$ cat config.mk
export PLATFORM = sky130hd
export DESIGN_NAME = ps2_host_tx
export DESIGN_NICKNAME = d
export VERILOG_FILES = /design/src/rtl/ps2_pkg.sv /design/src/rtl/ps2_line_sync.sv /design/src/rtl/ps2_host_tx.sv
export SDC_FILE = /design/constraint.sdc
export NUM_CORES = 1
export LEC_CHECK = 0
export BUFFER_PORTS_ARGS = -buffer_cell sky130_fd_sc_hd__buf_2
export CORE_ASPECT_RATIO = 0.8
export CORE_UTILIZATION = 60
export CTS_BUF_LIST = sky130_fd_sc_hd__clkbuf_8
export CTS_CLUSTER_SIZE = 28
export DETAILED_ROUTE_END_ITERATION = 10
export GPL_ROUTABILITY_DRIVEN = 0
export HOLD_SLACK_MARGIN = 0.1
export MAX_ROUTING_LAYER = met4
export PLACE_DENSITY = 0.79
export SLEW_MARGIN = 5
export SYNTH_ARGS = -nofsm -noshare
export SYNTH_HDL_FRONTEND = slang
export SYNTH_SLANG_ARGS = --single-unit
$ cat constraint.sdc
create_clock -name clk -period 2.9 [get_ports clk]
set_clock_uncertainty 0.05 [all_clocks]
set_input_delay 0.435 -clock clk [delete_from_list [all_inputs] [get_ports clk]]
set_output_delay 0.435 -clock clk [all_outputs]
set_load 0.1 [all_outputs]
$ cat src/rtl/ps2_pkg.sv
//------------------------------------------------------------------------------
// Module   : ps2_pkg
// Brief    : Shared types and constants for the PS/2 host transmitter.
// Revision : 1.0
//------------------------------------------------------------------------------
`default_nettype none

package ps2_pkg;

    typedef enum logic [2:0] {
        ST_IDLE      = 3'd0,
        ST_INHIBIT   = 3'd1,
        ST_REQ       = 3'd2,
        ST_SEND      = 3'd3,
        ST_ACK       = 3'd4,
        ST_WAIT_IDLE = 3'd5
    } ps2_state_t;

    // Bits driven after the start bit: 8 data, parity, stop.
    localparam int FRAME_BITS   = 10;
    localparam int FILTER_DEPTH = 8;

    function automatic logic odd_parity(input logic [7:0] data);
        return ~^data;
    endfunction

endpackage

`default_nettype wire

$ cat src/rtl/ps2_line_sync.sv
//------------------------------------------------------------------------------
// Module   : ps2_line_sync
// Brief    : 2-flop synchronizer for one PS/2 line, optional stability
//            filter, and a falling-edge pulse derived from the final level.
// Revision : 1.0
//------------------------------------------------------------------------------
`default_nettype none

module ps2_line_sync
    import ps2_pkg::*;
#(
    parameter bit FILTER_EN = 1'b0
) (
    input  logic clk,
    input  logic reset_i,
    input  logic line_i,
    output logic level_o,
    output logic fall_o
);

    logic meta_q;
    logic sync_q;
    logic prev_q;
    logic line_lvl;

    // Idle bus level is high, so flops reset to 1 to avoid a spurious edge.
    always_ff @(posedge clk) begin
        if (reset_i) begin
            meta_q <= 1'b1;
            sync_q <= 1'b1;
            prev_q <= 1'b1;
        end else begin
            meta_q <= line_i;
            sync_q <= meta_q;
            prev_q <= line_lvl;
        end
    end

    generate
        if (FILTER_EN) begin : g_filter
            localparam int CW = $clog2(FILTER_DEPTH);
            localparam logic [CW-1:0] CNT_LAST = CW'(FILTER_DEPTH - 1);

            logic [CW-1:0] cnt_q;
            logic          filt_q;

            // Level flips only after FILTER_DEPTH consecutive differing samples.
            always_ff @(posedge clk) begin
                if (reset_i) begin
                    cnt_q  <= '0;
                    filt_q <= 1'b1;
                end else if (sync_q == filt_q) begin
                    cnt_q <= '0;
                end else if (cnt_q == CNT_LAST) begin
                    cnt_q  <= '0;
                    filt_q <= sync_q;
                end else begin
                    cnt_q <= cnt_q + 1'b1;
                end
            end

            assign line_lvl = filt_q;
        end else begin : g_direct
            assign line_lvl = sync_q;
        end
    endgenerate

    assign level_o = line_lvl;
    assign fall_o  = prev_q & ~line_lvl;

endmodule

`default_nettype wire

$ cat src/rtl/ps2_host_tx.sv
//------------------------------------------------------------------------------
// Module   : ps2_host_tx
// Brief    : PS/2 host-to-device command transmitter, open-drain line control.
//            Define PS2_TX_GLITCH_FILTER_EN to filter the PS/2 clock input.
// Revision : 1.0
//------------------------------------------------------------------------------
`default_nettype none

module ps2_host_tx
    import ps2_pkg::*;
#(
    parameter int FREQ_HZ    = 25_000_000,
    parameter int INHIBIT_US = 100,
    parameter int TIMEOUT_MS = 20
) (
    input  logic       clk,
    input  logic       reset_i,
    input  logic [7:0] tx_data_i,
    input  logic       tx_valid_i,
    output logic       tx_ready_o,
    output logic       busy_o,
    output logic       done_o,
    output logic       err_o,
    input  logic       ps2_clk_i,
    input  logic       ps2_data_i,
    output logic       ps2_clk_oe_o,
    output logic       ps2_data_oe_o
);

    localparam int INHIBIT_CYCLES =
        int'((64'(INHIBIT_US) * 64'(FREQ_HZ)) / 64'd1_000_000);
    localparam int TIMEOUT_CYCLES =
        int'((64'(TIMEOUT_MS) * 64'(FREQ_HZ)) / 64'd1_000);

    localparam int INH_W = (INHIBIT_CYCLES > 2) ? $clog2(INHIBIT_CYCLES) : 1;
    localparam int TO_W  = (TIMEOUT_CYCLES > 2) ? $clog2(TIMEOUT_CYCLES) : 1;

    localparam logic [INH_W-1:0] INH_LAST = INH_W'(INHIBIT_CYCLES - 1);
    localparam logic [INH_W-1:0] INH_PRE  = INH_W'(INHIBIT_CYCLES - 2);
    localparam logic [TO_W-1:0]  TO_LAST  = TO_W'(TIMEOUT_CYCLES - 1);
    localparam logic [3:0]       BIT_LAST = 4'(FRAME_BITS - 1);

`ifdef PS2_TX_GLITCH_FILTER_EN
    localparam bit CLK_FILTER_EN = 1'b1;
`else
    localparam bit CLK_FILTER_EN = 1'b0;
`endif

    ps2_state_t            state_q, state_d;
    logic [FRAME_BITS-1:0] shift_q, shift_d;
    logic [3:0]            bit_cnt_q, bit_cnt_d;
    logic [INH_W-1:0]      inh_cnt_q, inh_cnt_d;
    logic [TO_W-1:0]       to_cnt_q, to_cnt_d;
    logic                  clk_oe_q, clk_oe_d;
    logic                  data_oe_q, data_oe_d;
    logic                  done_q, done_d;
    logic                  err_q, err_d;

    logic w_clk_lvl;
    logic w_clk_fall;
    logic w_data_lvl;
    logic w_data_fall_unused;
    logic w_idle;

    ps2_line_sync #(
        .FILTER_EN (CLK_FILTER_EN)
    ) u_clk_sync (
        .clk     (clk),
        .reset_i (reset_i),
        .line_i  (ps2_clk_i),
        .level_o (w_clk_lvl),
        .fall_o  (w_clk_fall)
    );

    ps2_line_sync #(
        .FILTER_EN (1'b0)
    ) u_data_sync (
        .clk     (clk),
        .reset_i (reset_i),
        .line_i  (ps2_data_i),
        .level_o (w_data_lvl),
        .fall_o  (w_data_fall_unused)
    );

    always_ff @(posedge clk) begin
        if (reset_i) begin
            state_q   <= ST_IDLE;
            shift_q   <= '0;
            bit_cnt_q <= '0;
            inh_cnt_q <= '0;
            to_cnt_q  <= '0;
            clk_oe_q  <= 1'b0;
            data_oe_q <= 1'b0;
            done_q    <= 1'b0;
            err_q     <= 1'b0;
        end else begin
            state_q   <= state_d;
            shift_q   <= shift_d;
            bit_cnt_q <= bit_cnt_d;
            inh_cnt_q <= inh_cnt_d;
            to_cnt_q  <= to_cnt_d;
            clk_oe_q  <= clk_oe_d;
            data_oe_q <= data_oe_d;
            done_q    <= done_d;
            err_q     <= err_d;
        end
    end

    always_comb begin
        state_d   = state_q;
        shift_d   = shift_q;
        bit_cnt_d = bit_cnt_q;
        inh_cnt_d = inh_cnt_q;
        to_cnt_d  = to_cnt_q;
        clk_oe_d  = clk_oe_q;
        data_oe_d = data_oe_q;
        done_d    = 1'b0;
        err_d     = 1'b0;

        unique case (state_q)
            ST_IDLE: begin
                clk_oe_d  = 1'b0;
                data_oe_d = 1'b0;
                if (tx_valid_i) begin
                    shift_d   = {1'b1, odd_parity(tx_data_i), tx_data_i};
                    inh_cnt_d = '0;
                    clk_oe_d  = 1'b1;
                    state_d   = ST_INHIBIT;
                end
            end
            ST_INHIBIT: begin
                inh_cnt_d = inh_cnt_q + 1'b1;
                // Data goes low one cycle before clock release so the start
                // bit is already on the bus when the device sees clock high.
                if (inh_cnt_q == INH_PRE) begin
                    data_oe_d = 1'b1;
                end
                if (inh_cnt_q == INH_LAST) begin
                    clk_oe_d  = 1'b0;
                    data_oe_d = 1'b1;
                    to_cnt_d  = '0;
                    bit_cnt_d = '0;
                    state_d   = ST_REQ;
                end
            end
            ST_REQ: begin
                state_d = ST_SEND;
            end
            ST_SEND: begin
                if (w_clk_fall) begin
                    data_oe_d = ~shift_q[0];
                    shift_d   = shift_q >> 1;
                    bit_cnt_d = bit_cnt_q + 1'b1;
                    if (bit_cnt_q == BIT_LAST) begin
                        state_d = ST_ACK;
                    end
                end
            end
            ST_ACK: begin
                if (w_clk_fall) begin
                    if (!w_data_lvl) begin
                        state_d = ST_WAIT_IDLE;
                    end else begin
                        err_d   = 1'b1;
                        state_d = ST_IDLE;
                    end
                end
            end
            ST_WAIT_IDLE: begin
                if (w_clk_lvl && w_data_lvl) begin
                    done_d  = 1'b1;
                    state_d = ST_IDLE;
                end
            end
            default: begin
                state_d = ST_IDLE;
            end
        endcase

        // Timeout overrides everything, which also keeps done/err exclusive.
        if (state_q inside {ST_REQ, ST_SEND, ST_ACK, ST_WAIT_IDLE}) begin
            to_cnt_d = to_cnt_q + 1'b1;
            if (to_cnt_q == TO_LAST) begin
                clk_oe_d  = 1'b0;
                data_oe_d = 1'b0;
                done_d    = 1'b0;
                err_d     = 1'b1;
                state_d   = ST_IDLE;
            end
        end
    end

    assign w_idle        = (state_q == ST_IDLE);
    assign tx_ready_o    = w_idle;
    assign busy_o        = ~w_idle;
    assign done_o        = done_q;
    assign err_o         = err_q;
    assign ps2_clk_oe_o  = clk_oe_q;
    assign ps2_data_oe_o = data_oe_q;

endmodule

`default_nettype wire

== Word level (Yosys, flattened, before mapping) ==
Index checks and enable logic that the tools add are counted.
Operators by class
  add/sub/neg operators: 3
  bitwise operators: 4
  multiplexer cells: 41
  eq/ne operators: 12
  reductions and logical operators: 13
Operators with widths (count)
  2-to-1 mux 19 bit: 3
  2-to-1 mux 3 bit: 9
  == test 12 bit, second input constant: 2
  one-hot mux 12 bit (2 select lines): 1
  2-to-1 mux 10 bit: 2
  one-hot mux 10 bit (2 select lines): 1
  adder 19 x 1 -> 19 bit, second input constant: 1
  == test 19 bit, second input constant: 1
  2-to-1 mux 1 bit: 18
  one-hot mux 3 bit (6 select lines): 1
  adder 12 x 1 -> 12 bit, second input constant: 1
  2-to-1 mux 12 bit: 1
  nonzero test 2 bit: 5
  2-to-1 mux 4 bit: 2
  one-hot mux 4 bit (2 select lines): 1
  XNOR reduction 8 bit: 1
  == test 3 x 2 -> 1 bit, second input constant: 2
  == test 3 bit, second input constant: 2
  AND reduction 3 bit: 2
  adder 4 x 1 -> 4 bit, second input constant: 1
  == test 4 bit, second input constant: 1
  != test 2 bit, second input constant: 2
  AND reduction 2 bit: 2
  nonzero test 4 bit: 1
  other kinds (8): 10
Storage, ports and cells
  word-level logic and storage cells: 87
  output and inout port bits: 6
  bits in registers: 57
  input port bits: 13

== Depth between registers and ports, before layout ==
Gate-level depths: netlist of the first run.
  depth after elaboration: 6
  mapped depth: 7
  depth with buffers taken out: 6

== Cells and area by module ==
A second synthesis of the first run with hierarchy kept.
Second synthesis, totals
  cell total of the unflattened synthesis: 345
  area, all modules: 2962.8 sq um
Modules (own cells, without submodules)
  ps2_host_tx: area each 2792.7 sq um, cells each 331, instances 1
  ps2_line_sync: area each 85.1 sq um, cells each 7, instances 2

== Least setup slack after synthesis of the first run ==
Ideal clock, no wire load.
  path type: reg-to-reg
  start point: register state_q[1]
  end point: register inh_cnt_q[3]
  stages on the path, launching flop included: 7
  arrival time: 2599 ps
  slack: 173 ps
  period minus slack after synthesis: 2727 ps
  data required time: 2772 ps
  path buffers: 1
  setup time: 78 ps
  cells stage by stage: dfxtp_1 > buf_2 > or3_1 > inv_1 > a21oi_1 > nor2_1 > nor3_1
On the way
  longest elaborated chain between the ends: 3
  elaborated cells between the ends (all ways): 6
RTL lines
  from (decl): line ps2_host_tx.sv:49  | ps2_state_t state_q, state_d;
  from (signal assigned): line ps2_host_tx.sv:97  | state_q <= state_d;
  zero test 3 bit (*)
  net tx_ready_o: line ps2_host_tx.sv:20  | output logic tx_ready_o,
  != test 2 bit (no source line) / nonzero test 2 bit (equally long branches)
  AND reduction 2 bit (no source line)
  to (signal assigned): line ps2_host_tx.sv:100  | inh_cnt_q <= inh_cnt_d;
  to (decl): line ps2_host_tx.sv:52  | logic [INH_W-1:0] inh_cnt_q, inh_cnt_d;
The timed path passes the listed nets; every way through them passes the cells marked *.
A chain may end at the register's enable or synchronous reset.

== Final worst setup path of the first run ==
  start point: register state_q[1]
  end point: output tx_ready_o
On the way
  longest elaborated chain between the ends: 1
RTL lines
  zero test 3 bit: line ps2_host_tx.sv:193  | assign w_idle = (state_q == ST_IDLE);
  to (decl): line ps2_host_tx.sv:20
Every way passes these cells.

==> results.sh, run 1 <==
export IMPL_end_kind="output pin"
export IMPL_period_minus_slack_ps=2270
export IMPL_synth_top_family_by_area="simple AND/OR/NAND/NOR gates"
export IMPL_min_period_over_period_pct=78.2
export IMPL_die_area_um2=5140
export IMPL_routedWlPerCell_um=14.7
export IMPL_finalHoldViolations=0
export IMPL_cts_tree="built"
export IMPL_num_antenna_cells=0
export IMPL_synth_edf_count=0
export IMPL_drt_iter0_markers=212
export IMPL_crit_chain="or3_1 > inv_1 > buf_2"
export IMPL_critPathKind="reg -> out"
export IMPL_track_usage_pct=27.0
export IMPL_synth_nets=358
export IMPL_utilization_pct=69.0
export IMPL_tightest_slew_ps=691
export IMPL_rrSetupSlack_ps=700
export IMPL_finalSetupViolCount=0
export IMPL_synth_simple_area_share_pct=29.5
export IMPL_num_rows=22
export IMPL_worstPathArrival_ps=1780
export IMPL_io_pin_count=19
export IMPL_synth_largest_area_cell="dfxtp_1"
export IMPL_rsz0062_at_grt="no"
export IMPL_hold_path_class="in -> reg"
export IMPL_die_width_um=79.9
export IMPL_ys_seq_area_share_pct=39.1
export IMPL_synth_seq_cells=57
export IMPL_clkSinkCount=57
export IMPL_drc=0
export IMPL_required_ps=2410
export IMPL_post_cts_resized=0
export IMPL_p_leak_nw=1.13
export IMPL_vias=2587
export IMPL_critical_path_max_stage_delay_ps=490
export IMPL_clockBufferDepth=2
export IMPL_syn_avg_cell_area_um2=8.57
export IMPL_syn_area_um2=2920
export IMPL_setup_ws_ps=632
export IMPL_synth_xor_area_share_pct=3.00
export IMPL_path_clk_slew_ps=60
export IMPL_cts_root_buffer="clkbuf_8"
export IMPL_slowest_stage="or3_1"
export IMPL_grt_first_pass_wirelength_mm=10.2
export IMPL_ir_drop_v=0.000371
export IMPL_synthCells=340
export IMPL_yosys_cell_types_count=59
export IMPL_power_total_mw=1.62
export IMPL_antenna_found_initial=0
export IMPL_drive_gt1_share_pct=17.0
export IMPL_synth_compound_area_share_pct=18.2
export IMPL_layout_nets=372
export IMPL_synth_area_leaders="dfxtp_1, a21oi_1, nand3_1"
export IMPL_drtAntennaViolNets=0
export IMPL_synth_top_area_share_pct=39.1
export IMPL_grt_pass1_vias=2171
export IMPL_syn_to_final_growth_pct=9.48
export IMPL_drt_pass1_iter_count=4
export IMPL_fillers=380
export IMPL_timing_setup_tns_ps=0
export IMPL_start_kind="register"
export IMPL_die_h_um=64.3
export IMPL_cap_violations=0
export IMPL_synth_mux_area_share_pct=3.48
export IMPL_overflow=0
export IMPL_synthAdderAreaFrac_pct=2.15
export IMPL_crit_fanout=13
export IMPL_grt_max_degree=32
export IMPL_place_ws_ps=698
export IMPL_synthFlopType="dfxtp_1"
export IMPL_holdBufCountCts=0
export IMPL_drv_slew=0
export IMPL_outcome="completed"
export IMPL_io_buffers=18
export IMPL_pwr_density_cell_nw_per_um2=507
export IMPL_coreArea_um2=4620
export IMPL_cts_buffers=9
export IMPL_async_flop_share_pct=0
export IMPL_post_cts_setup_buffers=0
export IMPL_dp_hpwl_mm=4.16
export IMPL_htreeDepth=3
export IMPL_max_slew_margin_rel_pct=53.9
export IMPL_worstSkewPairLatency_ps=340
export IMPL_initial_utilization_pct=63.0
export IMPL_synth_warning_count=0
export IMPL_fmax_ghz=0.441
export IMPL_totalWireLength_mm=6.14
export IMPL_vias_per_cell=6.19
## critical path, delay by kind of cell (launching register included)
family | cells | cell delay (ps)
and+or+nand+nor | 1 | 490
DFF | 1 | 430
buffers and inverters | 2 | 520
## metrics by stage
| step | instance area, um2 | std cells | hold WS [ps] |
|---|---|---|---|
| after global routing | 3190 | 418 | 215 |
| after detailed placement | 3010 | 403 | 345 |
| after floorplan | 2920 | 340 | 339 |
| final | 3190 | 418 | 225 |
| after CTS | 3190 | 418 | 222 |
| after global placement | 3010 | 403 | 342 |
## synthesized netlist by cell type, drive strengths merged (4+ instances only)
cell type,n
a21oi,28
inv,7
nor2,25
nand2b,5
ha,5
nand2,23
o21ai,9
or4b,4
mux2i,9
nor3b,4
clkbuf,13
o211ai,4
nor4,5
buf,6
o311ai,5
or4,8
nand4,8
nand3,25
or3,13
dfxtp,57
and3,4
xnor2,8
nor3,5
a31oi,5
or2,9
a211oi,9
## registers in the layout (all words and copies together), names as in the netlist
signal               cells
ps2_data_oe_o            1
state_q                  3
u_data_sync.meta_q       1
u_clk_sync.level_o       1
err_o                    1
done_o                   1
bit_cnt_q                4
u_clk_sync.meta_q        1
u_data_sync.level_o      1
to_cnt_q                19
u_clk_sync.prev_q        1
shift_q                 10
inh_cnt_q               12
ps2_clk_oe_o             1
## worst paths after layout
path	start	endpoint	cells after the start
worst max-delay path	state_q[1]	tx_ready_o	3
worst min-delay path	ps2_data_i	u_data_sync.meta_q	2
worst max register to register	state_q[1]	shift_q[8]	4
worst min register to register	u_clk_sync.meta_q	u_clk_sync.level_o	1
## cells by family (layout without fill, tap and decap cells)
family / Yosys count / after routing
simple gates: 151 / 151
buf+inv: 27 / 45
compound gates: 80 / 80
flops: 57 / 57
fa+ha+maj: 5 / 5
xor+xnor: 10 / 10
mux: 10 / 10
## metal layers
layer	global-route usage (%)	part of all wire, %	up-vias
li1	-	-	1302
met1	36.7	50	1206
met2	38.0	43	71
met3	9.43	5.8	8
met4	6.70	1.3	0
met5	-	0	-
## where the power goes
group	leakage [nW]	total [mW]	internal (mW)	switching (mW)
clock network	0.0980	0.667	0.370	0.297
registers	0.463	0.818	0.804	0.0144
logic	0.574	0.133	0.0459	0.0872
## placed cells by master (no fill, tap or decap), drive strengths merged, types with 9 or more instances in the layout
cell,netlist,layout
a211oi,9,9
nand3,25,25
clkbuf,13,12
a21oi,28,28
mux2i,9,9
dfxtp,57,57
o21ai,9,9
nor2,25,25
or2,9,9
nand2,23,23
buf,6,23
or3,13,13
## area by class of cell
class / instances / area (um2) / area share (%)
repair buffers: 23 / 128 / 4.00
clock inverters: 3 / 15.0 / 0.470
flip-flops and latches: 57 / 1140 / 35.8
multi-input cells: 256 / 1640 / 51.4
inverters: 7 / 26.3 / 0.823
well taps: 60 / 75.1 / 2.35
clock buffers: 12 / 165 / 5.17
(Power assumes the default switching activity.)
==> run 2, diff against run 1 <==
==> constraint.sdc (replaced) <==
create_clock -name clk -period 2.1 [get_ports clk]
set_clock_uncertainty 0.05 [all_clocks]
set_input_delay 0.315 -clock clk [delete_from_list [all_inputs] [get_ports clk]]
set_output_delay 0.315 -clock clk [all_outputs]
set_load 0.1 [all_outputs]
==> results.sh, run 2 (same netlist as run 1, synthesis figures left out) <==
export IMPL_vias_per_cell=6.24
export IMPL_place_ws_ps=158
export IMPL_max_flop_register="to_cnt_q"
export IMPL_drt_pass1_iter_count=4
export IMPL_routedWlPerCell_um=15.0
export IMPL_clockBufferDepth=2
export IMPL_grt_first_pass_wirelength_mm=11.1
export IMPL_ir_drop_v=0.000697
export IMPL_cts_buffers=9
export IMPL_start_kind="register"
export IMPL_die_area_um2=5140
export IMPL_largest_reg_flops=19
export IMPL_die_width_um=79.9
export IMPL_seqPwrFrac_pct=43.8
export IMPL_drv_slew=0
export IMPL_hold_slack_ps=115
export IMPL_rsz0062_at_grt="no"
export IMPL_holdBufCountCts=0
export IMPL_hold_path_class="in -> reg"
export IMPL_switching_share_pct=22.6
export IMPL_overflow=0
export IMPL_p_leak_nw=1.19
export IMPL_grt_max_degree=24
export IMPL_placed_cell_area_um2=3070
export IMPL_io_buffers=18
export IMPL_critPathKind="reg -> out"
export IMPL_required_ps=1740
export IMPL_stdcell_area_um2=3320
export IMPL_finalNonFillerCells=425
export IMPL_htreeDepth=3
export IMPL_finalSetupViolCount=0
export IMPL_io_pin_count=19
export IMPL_track_usage_pct=28.7
export IMPL_path_clk_slew_ps=60
export IMPL_worstPathArrival_ps=1620
export IMPL_drtAntennaViolNets=0
export IMPL_clkSinkCount=57
export IMPL_syn_to_final_growth_pct=13.8
export IMPL_layout_nets=378
export IMPL_drt_iter0_markers=223
export IMPL_initial_utilization_pct=63.0
export IMPL_worstSkewPairLatency_ps=340
export IMPL_pwr_share_comb_pct=7.7
export IMPL_utilization_pct=71.7
export IMPL_setup_ws_ps=110
export IMPL_drive_gt1_share_pct=19.5
export IMPL_die_h_um=64.3
export IMPL_coreArea_um2=4620
export IMPL_dp_cells=409
export IMPL_pwr_density_cell_nw_per_um2=777
export IMPL_totalWireLength_mm=6.39
export IMPL_cap_violations=0
export IMPL_min_period_over_period_pct=94.7
export IMPL_crit_fanout=12
export IMPL_period_minus_slack_ps=1990
export IMPL_antenna_found_initial=0
export IMPL_fmax_ghz=0.503
export IMPL_cts_tree="built"
export IMPL_finalHoldViolations=0
export IMPL_cts_root_buffer="clkbuf_8"
export IMPL_power_total_mw=2.58
export IMPL_max_slew_margin_rel_pct=40.6
export IMPL_grt_pass1_vias=2367
export IMPL_outcome="completed"
export IMPL_p_int_mw=2.00
export IMPL_biggestRegsByFlops="to_cnt_q: 19 flops, inh_cnt_q: 12 flops, shift_q: 10 flops"
export IMPL_drc=0
export IMPL_post_cts_setup_buffers=0
export IMPL_end_kind="output pin"
export IMPL_num_rows=22
export IMPL_timing_setup_tns_ps=0
export IMPL_dp_hpwl_mm=4.38
export IMPL_mostFrequentLayoutCells="dfxtp_1, a21oi_1, nor2_1, nand3_1, nand2_1"
export IMPL_tightest_slew_ps=885
export IMPL_p_sw_mw=0.582
export IMPL_num_antenna_cells=0
export IMPL_final_common_cell="dfxtp_1"
export IMPL_vias=2652
export IMPL_clkPwrFrac_pct=48.5
[run 2: final timing paths]
kind / start / to / slack (ps) / depth (start not counted)
setup / recovery: state_q[0] / tx_ready_o / 110 / 3
hold / removal: ps2_clk_i / u_clk_sync.meta_q / 120 / 2
setup reg to reg: to_cnt_q[0] / to_cnt_q[14] / 120 / 5
hold reg to reg: u_clk_sync.meta_q / u_clk_sync.level_o / 370 / 1
[run 2: routing by layer]
metal | GRT usage [%] | up-vias | share of wire [%]
met1 | 39.3 | 1254 | 49
met3 | 7.71 | 6 | 5.5
li1 | - | 1315 | -
met2 | 40.5 | 77 | 44
met5 | - | - | 0
met4 | 9.82 | 0 | 1.1
[run 2: final cells by class]
cell class,instances,area [um2]
flip-flops and latches,57,1140
inverters,7,30.0
well taps,60,75.1
clock inverters,6,106
repair buffers,29,175
multi-input cells,256,1650
clock buffers,10,138
fillers,370,1310
[run 2: critical path, cell delays in order (launching register included)]
cell,delay [ps]
dfxtp_1,410
or3_4,470
clkinvlp_4,100
clkbuf_4,320
[run 2: repair_timing]
item / 4_1_cts / 5_1_grt
hold endpoints to repair: 0 / 0
setup endpoints to repair: 0 / 2
resized for setup: 0 / 2
[run 2: power by group through the flow]
stage,Clock [mW],Sequential [mW],Combinational (mW)
6_report,1.25,1.13,0.199
3_3_place_gp,0,1.15,0.194
2_1_floorplan,0,1.15,0.146
5_1_grt,1.31,1.13,0.219
4_1_cts,1.27,1.13,0.199
3_5_place_dp,0,1.15,0.198
